[config.mk]
export PLATFORM = sky130hd
export DESIGN_NAME = regfile_sb
export DESIGN_NICKNAME = d
export VERILOG_FILES = /design/src/rtl/regfile_sb.sv
export SDC_FILE = /design/constraint.sdc
export NUM_CORES = 2
export LEC_CHECK = 0
export ABC_AREA = 0
export BUFFER_PORTS_ARGS = -buffer_cell sky130_fd_sc_hd__buf_2
export CAP_MARGIN = 25
export CORE_ASPECT_RATIO = 1.1
export CORE_MARGIN = 5
export CORE_UTILIZATION = 62
export DETAILED_ROUTE_END_ITERATION = 8
export PLACE_DENSITY = 0.86
export REMOVE_ABC_BUFFERS = 1
export SYNTH_ARGS = -nofsm -noshare
export SYNTH_HDL_FRONTEND = slang
export SYNTH_SLANG_ARGS = --single-unit
[constraint.sdc]
create_clock -name CLK -period 5.6 [get_ports CLK]
set_input_delay 0.84 -clock CLK [delete_from_list [all_inputs] [get_ports CLK]]
set_output_delay 0.84 -clock CLK [all_outputs]
set_load 0.01 [all_outputs]
[src/rtl/regfile_sb.sv]
// regfile_sb: NRD-read / 1-write integer register file with a per-register busy
// scoreboard for RAW hazard detection in a pipelined core.
//
// Ports:
//   CLK       rising-edge clock
//   RSTn      asynchronous active-low reset (clears data, busy bits and pend_cnt)
//   rs_addr   NRD packed read addresses, port k at [k*AW +: AW]
//   rs_data   NRD packed read data, port k at [k*XLEN +: XLEN] (combinational)
//   rs_busy   per-port: addressed register has an outstanding, unbypassed producer
//   wr_en     writeback strobe; writes wr_data to wr_addr and releases its busy bit
//   wr_addr   writeback destination
//   wr_data   writeback data
//   rsv_en    reserve (mark busy) rsv_addr at issue
//   rsv_addr  register to reserve
//   pend_cnt  registered count of busy registers
module regfile_sb #(
  parameter int unsigned XLEN     = 32,
  parameter int unsigned NREGS    = 32,
  parameter int unsigned NRD      = 2,
  parameter int unsigned BYPASS   = 1,
  parameter int unsigned ZERO_REG = 1,
  localparam int unsigned AW      = $clog2(NREGS)
) (
  input  logic                CLK,
  input  logic                RSTn,
  input  logic [NRD*AW-1:0]   rs_addr,
  output logic [NRD*XLEN-1:0] rs_data,
  output logic [NRD-1:0]      rs_busy,
  input  logic                wr_en,
  input  logic [AW-1:0]       wr_addr,
  input  logic [XLEN-1:0]     wr_data,
  input  logic                rsv_en,
  input  logic [AW-1:0]       rsv_addr,
  output logic [AW:0]         pend_cnt
);

  localparam logic [AW:0] CntOne = (AW + 1)'(1);

  logic [XLEN-1:0] regs_q [NREGS];
  logic [NREGS-1:0] busy_q, busy_d;
  logic [AW:0]      pend_q, pend_d;

  logic wr_ok, rsv_ok;
  logic set_new, clr_old;

  // Writes and reservations to the hardwired zero register are dropped here so
  // neither the data array nor the scoreboard ever see them.
  assign wr_ok  = wr_en  && !((ZERO_REG == 1) && (wr_addr  == '0));
  assign rsv_ok = rsv_en && !((ZERO_REG == 1) && (rsv_addr == '0));

  // Counter deltas: a set only counts on a clear bit; a release only counts when
  // the same register is not being re-reserved in this cycle (set wins).
  assign set_new = rsv_ok && !busy_q[rsv_addr];
  assign clr_old = wr_ok && busy_q[wr_addr] && !(rsv_ok && (rsv_addr == wr_addr));

  always_comb begin
    busy_d = busy_q;
    if (wr_ok)  busy_d[wr_addr]  = 1'b0;
    if (rsv_ok) busy_d[rsv_addr] = 1'b1;
  end

  always_comb begin
    pend_d = pend_q;
    unique case ({set_new, clr_old})
      2'b10:   pend_d = pend_q + CntOne;
      2'b01:   pend_d = pend_q - CntOne;
      default: pend_d = pend_q;
    endcase
  end

  always_ff @(posedge CLK or negedge RSTn) begin
    if (!RSTn) begin
      for (int unsigned i = 0; i < NREGS; i++) regs_q[i] <= '0;
      busy_q <= '0;
      pend_q <= '0;
    end else begin
      if (wr_ok) regs_q[wr_addr] <= wr_data;
      busy_q <= busy_d;
      pend_q <= pend_d;
    end
  end

  assign pend_cnt = pend_q;

  for (genvar k = 0; k < NRD; k++) begin : g_rd
    logic [AW-1:0] addr;
    logic          is_zero;
    logic          byp;

    assign addr    = rs_addr[k*AW +: AW];
    assign is_zero = (ZERO_REG == 1) && (addr == '0);
    // Bypass forwards this cycle's writeback; the producer is then no longer
    // outstanding from the reader's point of view.
    assign byp     = (BYPASS == 1) && RSTn && wr_en && (wr_addr == addr) && !is_zero;

    assign rs_data[k*XLEN +: XLEN] = (!RSTn || is_zero) ? '0 :
                                     byp                ? wr_data :
                                                          regs_q[addr];
    assign rs_busy[k] = RSTn && !is_zero && !byp && busy_q[addr];
  end

endmodule

# --- Yosys cells after proc, flatten, opt, wreduce, memory -nomap -nowiden ---
# Index checks and enable logic that the tools add are counted.
word_totals:
  regBits: 1062
  latch_bits: 0
  ram_bits: 0
  rom_bits: 0
  output_inout_bits: 72
  word_cells: 121
  memories: 0
op_classes:
  addsub: 2
  mul: 0
  div_mod_pow: 0
  order_cmp: 10
  n_eq_ne: 5
  n_shift: 0
  mux: 28
  n_bitwise: 6
  reduce_logical: 36
ops:
  columns: ["cell", "n"]
  rows:
  - ["$bwmux 1024", 1]
  - ["$mux 32", 11]
  - ["$bmux 32 s5", 2]
  - ["$demux 32 s5", 1]
  - ["$and 32x32->32", 1]
  - ["$not 32->32", 1]
  - ["$or 32x32->32", 1]
  - ["$lt 5x6->1 const B", 4]
  - ["$bmux 1 s5", 4]
  - ["$logic_and 1x1->1", 20]
  - ["$logic_not 5->1", 4]
  - ["$ge 6x6->1 const B", 3]
  - ["$not 5->6", 3]
  - ["$eq 5x5->1", 3]
  - ["$pmux 6 s2", 1]
  - ["$demux 1 s5", 2]
  - ["$ge 5x1->1 const B", 2]
  - ["$logic_not 1->1", 9]
  - ["$add 6x1->6 const B", 1]
  - ["$lt 6x1->1 const B", 1]
  - ["$mux 1", 6]
  - ["$sub 6x1->6 const B", 1]
  - ["$eq 2x1->1 const B", 1]
  - ["$eq 2x2->1 const B", 1]
  - ["other kinds (2)", 3]

# --- Longest topological paths before layout ---
depth:
  depth_word: 9
  ltp_mapped: 14
  depth_no_buf: 13

# --- Worst setup path before layout ---
# No wires, ideal clock.
synth_path:
  path_kind: "input to register"
  from: "input rsv_addr[0]"
  to: "register pend_q[5] (netlist: pend_cnt[5])"
  setup_time_ps: 79
  t_arrival_ps: 3874
  setup_slack_ps: 1647
  cell_stages: 12
  cell_sequence: "buf_2 -> mux4_2 -> mux4_2 -> nor2b_1 -> a211o_1 -> ha_1 -> ha_1 -> a21o_1 -> a21oi_1 -> or4_1 -> nand3_1 -> xor2_1"
synth_via:
  elab_chain_cells: 8
synth_lines:
  columns: ["element", "line", "text"]
  rows:
  - ["start, declared", "33", "input logic [AW-1:0] rsv_addr,"]
  - ["parallel branches: the longest is 8 deep, another holds $pmux 6 s2", null, null]
  - ["end signal, assigned", "79", "pend_q <= pend_d;"]
  - ["end, declared", "41", "logic [AW:0] pend_q, pend_d;"]
# Several ways; the timed one is not identified. The select of a mux whose other input is x is not followed.
# A chain may end at the register's enable or synchronous reset.

# --- Worst setup path after layout ---
layout_path:
  from: "input rs_addr[6]"
  to: "output rs_data[45]"
layout_via:
  elab_chain_cells: 6
layout_lines:
  columns: ["element", "line", "text"]
  rows:
  - ["start, declared", "26", "input logic [NRD*AW-1:0] rs_addr,"]
  - ["$not 5->6 (not written as such)", "98", "regs_q[addr];"]
  - ["$bmux 32 s5", "98", null]
  - ["$mux 32 (not written as such) (2 in a row)", "98", null]
  - ["$mux 32", "97", "byp ? wr_data :"]
  - ["$mux 32 *", "96", "assign rs_data[k*XLEN +: XLEN] = (!RSTn || is_zero) ? '0 :"]
  - ["end, declared", "27", "output logic [NRD*XLEN-1:0] rs_data,"]
# Mark *: on every way between the ends. The rest lies on a longest branch, timed or not. The select of a mux whose other input is x is not followed.

==> run_results.csv <==
group,metric,value,unit
outcome,status,"complete, no violations",
logic_synthesis,syn_area_per_cell,14.1,sq um
timing,setup_violations,0,
run,maxCapViolCount,0,
layout,stdcell_area,62600,sq um
logic_synthesis,ys_async_sr_fraction,100,%
clock_network,worstSkewPairLatency,0.70,ns
placed_design,placed_area,58900,sq um
power,leakagePower,27.5,nW
drt,postRouteAntennaNets,0,
layout,final_nets,4019,
die,num_rows,117,
clock_network,cts_max_level,3,
logic_synthesis,synth_cell_types,58,
placed_design,gp_congestion,0.897,
worst_setup_path,cp-end-kind,"output pin",
die,die_area,98800,sq um
grt,antenna_found_initial,8,
timing,tightest_slew,1.17,ns
worst_setup_path,cpLargestDelayFamily,"buffers and inverters",
grt,grt.total_usage,35.8,%
placed_design,numPlacedInstances,5037,
timing,whs,0.402,ns
timing,finalHoldViolations,0,
drt,drtIter0Drc,5969,
logic_synthesis,synth_edf_count,0,
layout,drive_above_1_share,48.4,%
layout,final_common_cell,"dfrtp_1",
layout,final_util,67.9,%
power,seqPwrFrac,46.1,%
die,io_pins,128,
logic_synthesis,yosys_warnings,0,
power,ir_worst_vdd,0.000274,V
grt,grt_pass1_wl,267,mm
power,p_switching,6.23,mW
timing,slew_viol_final,0,
clock_network,cts_buffers,106,
layout,fillers,5826,
die,start_util,62.3,%
clock_network,cts_tree,"done",
timing,setup_tns,0,ns
timing,finalClockSkew,0.0161,ns
power,p_clk_share,33.4,%
timing,max_clock_freq,217,MHz
timing,rsz0062_at_grt,"no",
worst_setup_path,cp.arrival,3.77,ns
timing,period_needed,4.61,ns
logic_synthesis,yosysSeqAreaShare,46.3,%
placed_design,portBuffers,127,
clock_network,clkTransAtPathRegs,0.06,ns
logic_synthesis,syn_inst,4060,
logic_synthesis,synth_ff_type,"dfrtp_1",
die,design.core.area,92200,sq um
drt,vias,40527,
worst_setup_path,required,4.76,ns
worst_setup_path,cp-start-kind,"input pin",
worst_setup_path,crit_fanout,75,
timing,maxSlewHeadroom,21.4,%
drt,drc,0,
worst_setup_path,crit_type,"input pin to output pin",
worst_setup_path,cpPeakStageDelay,0.57,ns
clock_network,cts_sinks,1062,
worst_setup_path,worstPathCellList,"buf_8 > or3_2 > buf_4 > o22ai_1 > or4_1 > a31oi_1 > buf_2",
die,die_w,300,microns
grt,first_global_vias,42015,
logic_synthesis,ys_ff_latch,1062,
clock_network,cts.path.max_buffers,3,
clock_network,cts_root_buf,"clkbuf_16",
hold_path,worstHoldPathType,"flip-flop to flip-flop",
layout,mostFrequentLayoutCells,"1,062 x dfrtp_1, 1,055 x mux2_2, 421 x mux4_2",
clock_network,cts_setup_buffers,0,
worst_setup_path,cpMaxStageDelayCell,"or3_2",
worst_setup_path,path_buf_inv,3,
grt,grt_max_degree,193,
logic_synthesis,syn_area,57400,sq um
grt,grt-ovfl-total,0,
drt,vias_per_cell,7.74,
drt,wl_per_cell,33.9,microns
power,powerDensity,358,nW/um^2
drt,routed_wl,177,mm
power,p_sw_share,27.8,%
clock_network,cts_resized,0,
placed_design,dpl_worst_slack,1.09,ns
power,power_frac_comb,20.5,%
drt,dr.pass1.iters,9,
die,die_height,329,microns
clock_network,hold_buffers,1,
timing,setup_slack,0.986,ns
layout,stdcell_count,5238,
layout,syn2layout_area_growth,8.97,%
power,p_int,16.2,mW
placed_design,dp_hpwl,101,mm
timing,fin_crit_sh,82.4,%
power,total_power,22.4,mW
[power groups by stage]
stage / clock network (mW) / logic, mW / registers [mW]
floorplan: 0 / 3.23 / 9.97
global placement: 0 / 4.31 / 10.2
detailed placement: 0 / 4.48 / 10.4
CTS: 7.50 / 4.55 / 10.3
global route: 7.83 / 4.89 / 10.5
finish: 7.49 / 4.59 / 10.3
[cell type report]
| class | count | area (sq um) | share of cell area (%) |
|---|---|---|---|
| multi-input combinational | 2529 | 28900 | 46.2 |
| sequential | 1062 | 26600 | 42.5 |
| clock buffer | 151 | 3100 | 4.95 |
| timing repair buffer | 251 | 1940 | 3.10 |
| tap | 1190 | 1490 | 2.38 |
| clock inverter | 44 | 553 | 0.883 |
| inverter | 7 | 26.3 | 0.0420 |
| antenna | 4 | 10.0 | 0.0160 |
[cell families (layout without fill, tap and decap cells)]
kind of cell / count (synthesis) / after routing / share of synthesized area [%]
adders and majority gates: 6 / 6 / 0.144
and+or+nand+nor: 352 / 352 / 3.21
other: 0 / 4 / 0
xor gates and xnor gates: 20 / 20 / 0.305
buffers and inverters: 469 / 453 / 3.79
AOI/OAI and AO/OA: 479 / 479 / 5.67
muxes: 1672 / 1672 / 40.6
DFF: 1062 / 1062 / 46.3
[synthesized netlist by cell type, drive strengths merged (7+ instances only)]
cell | instances | area [sq um]
a221oi | 31 | 272
a22o | 41 | 359
a22oi | 37 | 278
a31oi | 61 | 382
buf | 219 | 1240
clkbuf | 243 | 916
dfrtp | 1062 | 26600
inv | 7 | 26.3
mux2 | 1057 | 11900
mux2i | 194 | 1940
mux4 | 421 | 9480
nand2 | 73 | 274
nand2b | 7 | 43.8
nand3 | 8 | 40.0
nor2 | 114 | 428
nor3b | 9 | 77.6
nor4 | 9 | 56.3
o211ai | 32 | 240
o21ai | 98 | 490
o22a | 31 | 272
o22ai | 126 | 788
or3 | 34 | 213
or4 | 59 | 443
xnor2 | 8 | 70.1
xor2 | 12 | 105
[per-layer routing]
layer,track usage [%],wire (microns),vias up,share of wire (%)
li1,-,-,15493,-
met1,46.1,60900,20906,34
met5,0,34,-,0.019
met4,21.8,12900,6,7.3
met2,53.6,80200,3214,45
met3,11.3,23400,908,13
[state kept, by name, indices dropped and copies added, names as in the netlist]
| register | count |
|---|---|
| pend_cnt | 6 |
| regs_q | 1024 |
| busy_q | 32 |
[final timing paths]
| kind | startpoint | end | slack, ns | cells past startpoint |
|---|---|---|---|---|
| max in group asynchronous | RSTn | regs_q[36] | 2.15 | 5 |
| hold reg to reg | regs_q[1021] | regs_q[1021] | 0.40 | 0 |
| min in group asynchronous | RSTn | busy_q[9] | 0.61 | 2 |
| hold / removal | regs_q[1021] | regs_q[1021] | 0.40 | 0 |
| setup / recovery | rs_addr[6] | rs_data[45] | 0.99 | 7 |
| setup reg to reg | busy_q[26] | pend_cnt[5] | 2.20 | 11 |
Note: power is estimated with default switching activity, not from simulation.
